==> config.mk <==
export PLATFORM = sky130hd
export DESIGN_NAME = pattern_scan_controller
export DESIGN_NICKNAME = d
export VERILOG_FILES = /design/src/rtl/pattern_scan_controller.sv
export SDC_FILE = /design/constraint.sdc
export NUM_CORES = 1
export LEC_CHECK = 0
export ABC_AREA = 1
export CAP_MARGIN = 20
export CORE_ASPECT_RATIO = 2
export CORE_MARGIN = 2
export CORE_UTILIZATION = 35
export CTS_CLUSTER_SIZE = 25
export DETAILED_ROUTE_END_ITERATION = 12
export PLACE_DENSITY = 0.52
export SKIP_LAST_GASP = 1
export SLEW_MARGIN = 0
export SYNTH_ARGS = -nofsm -noshare
export SYNTH_HDL_FRONTEND = slang
export SYNTH_SLANG_ARGS = --single-unit
==> constraint.sdc <==
create_clock -name clk_in -period 6 [get_ports clk_in]
set_input_delay 1.2 -clock clk_in [delete_from_list [all_inputs] [get_ports clk_in]]
set_output_delay 1.2 -clock clk_in [all_outputs]
set_load 0.01 [all_outputs]
==> src/rtl/pattern_scan_controller.sv <==
// Word-to-serial scanner with a programmable pattern matcher; DATA_W+2 cycles per word, word_ready only in IDLE.
// Optional PSC_ABORT_EN adds abort_in, which ends a scan early without a done strobe.
module pattern_scan_controller #(
  parameter int DATA_W  = 16,
  parameter int PAT_MAX = 8,
  parameter int LEN_W   = 4,
  parameter int CNT_W   = 5
) (
  input  logic               clk_in,
  input  logic               reset_in,
`ifdef PSC_ABORT_EN
  input  logic               abort_in,
`endif
  input  logic               cfg_we,
  input  logic [PAT_MAX-1:0] cfg_pattern,
  input  logic [LEN_W-1:0]   cfg_len,
  input  logic               cfg_overlap,
  input  logic [DATA_W-1:0]  word_in,
  input  logic               word_valid,
  output logic               word_ready,
  output logic               busy,
  output logic               bit_out,
  output logic               match_pulse,
  output logic [CNT_W-1:0]   match_count,
  output logic               done
);

  localparam int BC_W = (DATA_W > 1) ? $clog2(DATA_W) : 1;

  typedef enum logic [1:0] {IDLE, SHIFT, DONE} state_t;

  state_t             state;
  logic [DATA_W-1:0]  sr;
  logic [BC_W-1:0]    bit_cnt;
  logic [PAT_MAX-1:0] hist;
  logic [PAT_MAX-1:0] pat_r;
  logic [LEN_W-1:0]   len_r;
  logic [LEN_W-1:0]   seen;
  logic               ovl_r;

  logic [PAT_MAX-1:0] hist_nxt;
  logic [PAT_MAX-1:0] len_mask;
  logic [LEN_W-1:0]   seen_inc;
  logic [LEN_W-1:0]   cfg_len_eff;
  logic               hit;
  logic               abort;

`ifdef PSC_ABORT_EN
  assign abort = abort_in;
`else
  assign abort = 1'b0;
`endif

  assign cfg_len_eff = (cfg_len > LEN_W'(PAT_MAX)) ? LEN_W'(PAT_MAX) : cfg_len;
  assign hist_nxt    = {hist[PAT_MAX-2:0], bit_out};
  assign seen_inc    = (seen == LEN_W'(PAT_MAX)) ? seen : seen + 1'b1;

  always_comb begin
    len_mask = '0;
    for (int i = 0; i < PAT_MAX; i++) begin
      len_mask[i] = (i < int'(len_r));
    end
  end

  // seen_inc guards against matching on history left over from before the last clear
  assign hit = (len_r != '0) && (((hist_nxt ^ pat_r) & len_mask) == '0) && (seen_inc >= len_r);

  always_ff @(posedge clk_in) begin
    if (reset_in) begin
      state       <= IDLE;
      word_ready  <= 1'b1;
      busy        <= 1'b0;
      bit_out     <= 1'b0;
      match_pulse <= 1'b0;
      match_count <= '0;
      done        <= 1'b0;
      pat_r       <= '0;
      len_r       <= '0;
      ovl_r       <= 1'b1;
      hist        <= '0;
      seen        <= '0;
      sr          <= '0;
      bit_cnt     <= '0;
    end else begin
      case (state)
        IDLE: begin
          done        <= 1'b0;
          match_pulse <= 1'b0;
          if (cfg_we) begin
            pat_r <= cfg_pattern;
            len_r <= cfg_len_eff;
            ovl_r <= cfg_overlap;
          end
          if (word_valid && word_ready) begin
            state       <= SHIFT;
            word_ready  <= 1'b0;
            busy        <= 1'b1;
            sr          <= word_in;
            bit_out     <= word_in[DATA_W-1];
            hist        <= '0;
            seen        <= '0;
            match_count <= '0;
            bit_cnt     <= '0;
          end
        end
        SHIFT: begin
          if (abort) begin
            state       <= IDLE;
            word_ready  <= 1'b1;
            busy        <= 1'b0;
            bit_out     <= 1'b0;
            match_pulse <= 1'b0;
          end else begin
            hist        <= hist_nxt;
            match_pulse <= hit;
            if (hit && (match_count != '1)) match_count <= match_count + 1'b1;
            seen        <= (hit && !ovl_r) ? '0 : seen_inc;
            sr          <= sr << 1;
            bit_out     <= sr[DATA_W-2];
            bit_cnt     <= bit_cnt + 1'b1;
            if (bit_cnt == BC_W'(DATA_W-1)) begin
              state   <= DONE;
              done    <= 1'b1;
              bit_out <= 1'b0;
            end
          end
        end
        DONE: begin
          state       <= IDLE;
          done        <= 1'b0;
          busy        <= 1'b0;
          word_ready  <= 1'b1;
          match_pulse <= 1'b0;
        end
        default: state <= IDLE;
      endcase
    end
  end

endmodule

==> key figures, run 1 <==
Die
  – Die height: between 100 and 150 um
  – Site row count: 44
  – Die W: roughly 65 um
  – Core Area: between 7000 and 8000 um2
  – Effective utilization at floorplan: 0.359
  – IO Count: 43
  – Die area: 8140 um2

Drt
  – DR iter-0 viols: between 100 and 150
  – Drt first pass iters: 4
  – ANT nets after route: 0
  – WL final: approximately 6300 um
  – Wire length per cell: around 13 um
  – Drt drc: 0
  – Vias per cell: just under 5
  – Vias: between 2000 and 2500

Place
  – Gpl congestion: 0.787
  – Port Buffer Count: between 40 and 50
  – Final HPWL DP: roughly 4600 um

Timing
  – Final Setup Violations: 0
  – RSZ-0062 raised after global routing: false
  – Max-slew headroom at the worst pin: 0.446
  – Crit share post-route: 0.525
  – Final min period: between 3 and 4 ns
  – Fin Clk Skew: ~0.0096 ns
  – Setup TNS: 0 ns
  – Actual slew at the worst max-slew pin: 0.828 ns
  – Max Freq: roughly 0.32 GHz
  – Hold Vio Cnt, Final: 0
  – Pins Over Slew Limit: 0

Setup path
  – Worst-path maximum fanout: 35
  – Slowest CP cell: clkdlybuf4s50_1
  – Crit path max-delay family: buffers and inverters
  – Slowest stage delay, CP: slightly above 1 ns
  – Critical path launch point type: primary input
  – Reg2Reg Depth: 12
  – Crit-path cells: clkdlybuf4s50_1 > inv_2 > nand2_1 > nor2_1 > a31o_1
  – CP Class: in2reg
  – Worst setup EP type: flop
  – CP required: between 6 and 7 ns
  – Critical path arrival: 3.34 ns
  – WP depth: 5
  – Buf+Inv Stages, Crit Path: 2
  – R2r setup slk: 3.75 ns

Job
  – Maxcap violations: 0

Cells and area
  – Util after Layout: 0.445
  – Area Growth Syn to Fin: 24.0%
  – Layout cells sized above 1: 0.0649
  – Filler cells: between 700 and 800
  – Fin nets: between 400 and 500
  – # diodes: 0

Clock tree
  – Total setup buffers inserted after CTS: 0
  – Clock slew at reported path FFs: approximately 0.070 ns
  – Maximum root-to-sink buffer count: 2
  – Hold buffer count at cts: 0
  – TritonCTS clock tree: yes
  – Clk Latency, worst-skew pair: 0.30 ns
  – CTS root buf: clkbuf_16
  – Post-CTS sizing: 0
  – CTS buffer count: 5
  – H-Tree Depth: 2
  – Clock Sinks: 55

Synth
  – Post-synth EDFFs: 0
  – Post-Synthesis Net Count: just under 400
  – Post-synth cell types: 35
  – Synth async-reset ratio: 0
  – Most common cell in the synthesized netlist: nand2_1
  – Most frequent cells after synthesis: nand2_1, dfxtp_1, inv_1
  – Area share of the largest cell type after synthesis: 0.426
  – Synthesized area: approximately 2600 um2
  – Syn_area_per_cell: approximately 7.4 um2
  – Ys Warns: 0
  – Cell taking the most area after synthesis: dfxtp_1
  – Register area share after synthesis: 0.426
  – Post-Synthesis Cells: 350
  – Post-synthesis register bit count: 55
  – Top cells by area, synth: dfxtp_1, nand2_1, nand3_1
  – Primary FF master, synth: dfxtp_1

Global route
  – Vias in the first global route: about 2400
  – Largest net degree at the start of global routing: 37
  – GRT Total Usage: 0.165
  – First-pass GRT wire length: approximately 11000 um
  – Gr ovfl total: 0
  – Initial antenna violation count: 0

Power and ir drop
  – VDD IR-drop max: between 0.15 and 0.2 mV
  – Leakage: about 0.0013 uW
  – Sw Ratio: 0.276
  – Logic pwr share: 0.185
  – Clock power frac: 0.347
  – P_sw: around 240 uW
  – PD cells: 276 nW/um2
  – Final total power: about 890 uW
  – Flop pwr share: 0.468
  – Cell Int Power: 642 uW

Worst hold path
  – Worst Hold Depth: 2
  – Hold Path Class: reg2reg

Outcome
  – Status: finished, final reports clean
## worst paths after layout
kind	from	endpoint
worst max-delay path	reset_in	done
worst max register to register	seen[0]	seen[1]
worst min-delay path	pat_r[5]	pat_r[5]
worst min register to register	pat_r[5]	pat_r[5]
## stage by stage
stage / cells / instance area (um2) / hold slack (ns) / worst slack [ns]
2_1_floorplan: 350 / 2590 / 0.439 / 4.01
5_1_grt: 477 / 3210 / 0.509 / 2.64
3_3_place_gp: 469 / 3050 / 0.464 / 2.57
6_report: 477 / 3210 / 0.474 / 2.85
3_5_place_dp: 469 / 3050 / 0.467 / 2.52
4_1_cts: 477 / 3210 / 0.477 / 2.84
## flip-flops by register name, summed over array words and instances (netlist names), 2 cells and up
name         cells
len_r            4
sr              15
state            2
match_count      5
bit_cnt          4
seen             4
pat_r            8
hist             7
## worst register-to-register path, cell delays in order (launching register included)
cell	delay [ns]
dfxtp_1	0.42
inv_1	0.07
ha_1	0.21
nand3_1	0.10
xor2_1	0.24
inv_1	0.07
ha_1	0.18
o21bai_1	0.13
nand3_1	0.08
nand3_1	0.16
nand4_1	0.24
nand3_1	0.14
a21oi_1	0.07
## cell type report
cell class / instances / area (um2) / share of cell area
Clock buffer: 8 / 156 / 0.0488
Inverter: 41 / 154 / 0.0480
Multi-Input combinational cell: 239 / 1260 / 0.393
Sequential cell: 55 / 1100 / 0.343
Tap cell: 92 / 115 / 0.0359
Timing Repair Buffer: 42 / 420 / 0.131
## routing by layer
layer,up-vias,global-route usage,share of wire
met1,1071,0.170,0.40
met3,9,0.0315,0.031
met4,0,0.0663,0.023
met5,-,0,0
met2,40,0.313,0.54
li1,1236,-,-
## power groups by stage
stage,Clock [uW],Sequential (uW),Combinational (uW)
2_1_floorplan,0,421,111
3_3_place_gp,0,423,165
3_5_place_dp,0,423,167
4_1_cts,319,415,167
5_1_grt,331,418,188
6_report,308,415,164
## kinds of logic after synthesis
logic type,Yosys count,synth area share
compound gates,81,0.189
xor+xnor,4,0.0135
fa+ha+maj,9,0.0435
buf+inv,56,0.0870
flops,55,0.426
simple gates,145,0.242
## layout by cell type (no fill, tap or decap), types with 2 or more instances in the layout
| cell | instances |
|---|---|
| nand2_1 | 87 |
| dfxtp_1 | 55 |
| clkdlybuf4s50_1 | 42 |
| inv_1 | 30 |
| nand3_1 | 25 |
| o21ai_1 | 25 |
| nor2_1 | 22 |
| a21oi_1 | 20 |
| a31oi_1 | 15 |
| inv_2 | 10 |
| ha_1 | 9 |
| o32ai_1 | 5 |
| clkbuf_16 | 5 |
| a22oi_1 | 3 |
| o211ai_1 | 3 |
| xor2_1 | 2 |
| o21ai_0 | 2 |
| nand2_2 | 2 |
| xnor2_1 | 2 |
| nor2_2 | 2 |
| nand4_1 | 2 |
| a211oi_1 | 2 |
| a21boi_1 | 2 |
| clkbuf_8 | 2 |
Power figures use the tool's default switching activity.
==> run 2: changes to the inputs <==
Clock period 6 ns to 2.95 ns, I/O delays scaled along.
==> run 2 against run 1 <==
Effect of this change:
- worst hold slack got worse by 0.0028 ns
- critical path depth increased by 7
- total power increased by 110%
- clock power increased by 110%
- non-clock buffer count increased by 6
- largest cell class unchanged
- largest power group unchanged
==> key figures, run 2 (synthesized netlist as in run 1, its figures left out) <==
Power and ir drop
  – VDD IR-drop max: 0.389 mV (+130%)
  – Final total power: 1830 uW (+110%)
  – PD cells: 561 nW/um2 (+100%)
  – Leakage: 0.00133 uW (+2.1%)

Setup path
  – CP required: 3.14 ns (-3.05 ns)
  – Launch point of the worst path: seen[0]
  – R2r setup slk: 0.84 ns (-2.91 ns)
  – Critical path launch point type: flop
  – Worst R2R End: match_count[1]
  – WP depth: 12 (+7)
  – RR Startpoint: seen[0]
  – Worst-path maximum fanout: 10 (-71%)
  – CP Class: reg2reg
  – Crit path max-delay family: simple AND/OR/NAND/NOR gates
  – Critical path's most frequent cell: nand3_1
  – Critical path arrival: 2.31 ns (-1.03 ns)
  – Buf+Inv Stages, Crit Path: 2 (unchanged)
  – Crit-path cells: inv_1 > ha_1 > nand3_1 > xor2_1 > inv_1 > ha_1 > o21bai_1 > nand3_1 > nand3_1 > nand4_4 > a21boi_1 > nor2_1
  – End of the critical path: match_count[1]
  – Reg2Reg Depth: 12 (unchanged)
  – Slowest stage delay, CP: 0.41 ns (-0.60 ns)
  – Slowest CP cell: dfxtp_1
  – Worst setup EP type: flop

Clock tree
  – Clk Latency, worst-skew pair: 0.30 ns (about the same)
  – TritonCTS clock tree: yes
  – Total setup buffers inserted after CTS: 0 (unchanged)
  – Hold buffer count at cts: 0 (unchanged)
  – Maximum root-to-sink buffer count: 2 (unchanged)
  – Clock slew at reported path FFs: 0.07 ns (about the same)
  – Post-CTS sizing: 0 (unchanged)
  – Clock Sinks: 55 (unchanged)
  – CTS root buf: clkbuf_16
  – H-Tree Depth: 2 (unchanged)
  – CTS buffer count: 5 (unchanged)

Place
  – Gpl congestion: 0.764 (-3.0%)
  – Final HPWL DP: 4700 um (+2.1%)
  – Port Buffer Count: 42 (unchanged)
  – Placed Cells incl. Taps: 475 (+1.3%)

Cells and area
  – Util after Layout: 0.452 (+0.00677)
  – Highest-count cells in the layout ignoring fill and taps: nand2_1, dfxtp_1, clkdlybuf4s50_1
  – # diodes: 0 (unchanged)
  – Final Non-Filler Cells: 483 (+1.3%)
  – Most common cell after layout, fill and taps aside: nand2_1
  – Largest register FFs: 15 (unchanged)
  – Largest regs: sr: 15 flops, pat_r: 8 flops, hist: 7 flops
  – Area Growth Syn to Fin: 25.9%
  – Biggest register: sr
  – Layout cells sized above 1: 0.0818 (+0.0169)
  – Fin nets: 432 (+1.4%)

Timing
  – Final min period: between 2 and 2.5 ns
  – Max-slew headroom at the worst pin: 0.577 (+0.131)
  – Max Freq: approximately 0.47 GHz
  – Setup TNS: 0 ns (unchanged)
  – Actual slew at the worst max-slew pin: 0.633 ns (-0.195 ns)
  – Hold Vio Cnt, Final: 0 (unchanged)
  – Final Setup Violations: 0 (unchanged)
  – Fin Clk Skew: 0.00453 ns (-0.00503 ns)
  – Pins Over Slew Limit: 0 (unchanged)
  – RSZ-0062 raised after global routing: false
  – Crit share post-route: 0.716

Global route
  – GRT Total Usage: 0.171 (+0.00562)
  – Largest net degree at the start of global routing: 21 (-43%)
  – Vias in the first global route: 2417 (+2.1%)
  – First-pass GRT wire length: 10900 um (+3.7%)
  – Gr ovfl total: 0 (unchanged)
  – Initial antenna violation count: 0 (unchanged)

Die
  – Core Area: 7210 um2 (unchanged)
  – IO Count: 43 (unchanged)
  – Die W: 64.8 um (unchanged)
  – Site row count: 44 (unchanged)
  – Die height: 126 um (unchanged)
  – Effective utilization at floorplan: 0.359 (unchanged)
  – Die area: 8140 um2 (unchanged)

Drt
  – Met1 Wirelength: 2490 um (-1.3%)
  – Wire length per cell: 12.9 um (-1.8%)
  – Vias per cell: 4.90 (-0.70%)
  – Highest Signal Layer: met4
  – Met3 wire length: 152 um (-22%)
  – Drt first pass iters: 4 (unchanged)
  – Drt drc: 0 (unchanged)
  – DR iter-0 viols: 88 (-19%)
  – Met2 WL: 3450 um (+0.79%)
  – ANT nets after route: 0 (unchanged)
  – WL final: 6240 um (-0.57%)
  – Vias: 2369 (+0.55%)

Job
  – Maxcap violations: 0 (unchanged)

Worst hold path
  – Worst Hold Depth: 2 (unchanged)
  – Hold Path Class: reg2reg

Outcome
  – Status: finished, final reports clean
-- run 2: cell types whose count changed in the layout (fill, tap and decap cells not counted), sizes merged --
cell and change:
clkbuf -1, clkinvlp +1, buf +6
-- run 2: metrics by stage --
stage	hold slack (ns)	instance area, um2	worst slack (ns)
after floorplan	0.439	2590	1.04
after global placement	0.460	3100	0.856
after detailed placement	0.465	3100	0.819
after CTS	0.475	3260	0.813
after global routing	0.497	3260	0.586
final	0.471	3260	0.838
-- run 2: report_power, final --
part	total, uW	internal, uW	switching [uW]	leakage (uW)
registers	842	801	40.6	0.000452
clock network	641	362	279	0.0000761
logic	346	151	195	0.000804
total	1830	1310	514	0.00133
-- run 2: worst min-delay path by stage --
stage,startpoint,to,slack (ns)
2_1_floorplan,sr[0],sr[0],0.44
3_3_place_gp,pat_r[2],pat_r[2],0.46
3_5_place_dp,sr[0],sr[0],0.46
4_1_cts,sr[0],sr[0],0.47
5_1_grt,sr[14],sr[14],0.50
6_report,pat_r[5],pat_r[5],0.47
-- run 2: tightest hold or removal path, stage by stage (launching register included) --
cell and delay, ns:
dfxtp_1 0.31, inv_1 0.06, a21oi_1 0.05
-- run 2: final cells by class --
cell class                 instances  area [um2]
fill                             737        3960
multi-input combinational        239        1260
sequential                        55        1100
timing repair buffer              48         465
inverter                          41         154
clock buffer                       7         153
tap                               92         115
clock inverter                     1        7.51
-- run 2: layer usage --
metal  track usage  vias to the layer above
met5             0                        -
met2         0.318                       37
li1              -                     1247
met4        0.0763                        0
met1         0.180                     1077
met3        0.0288                        8
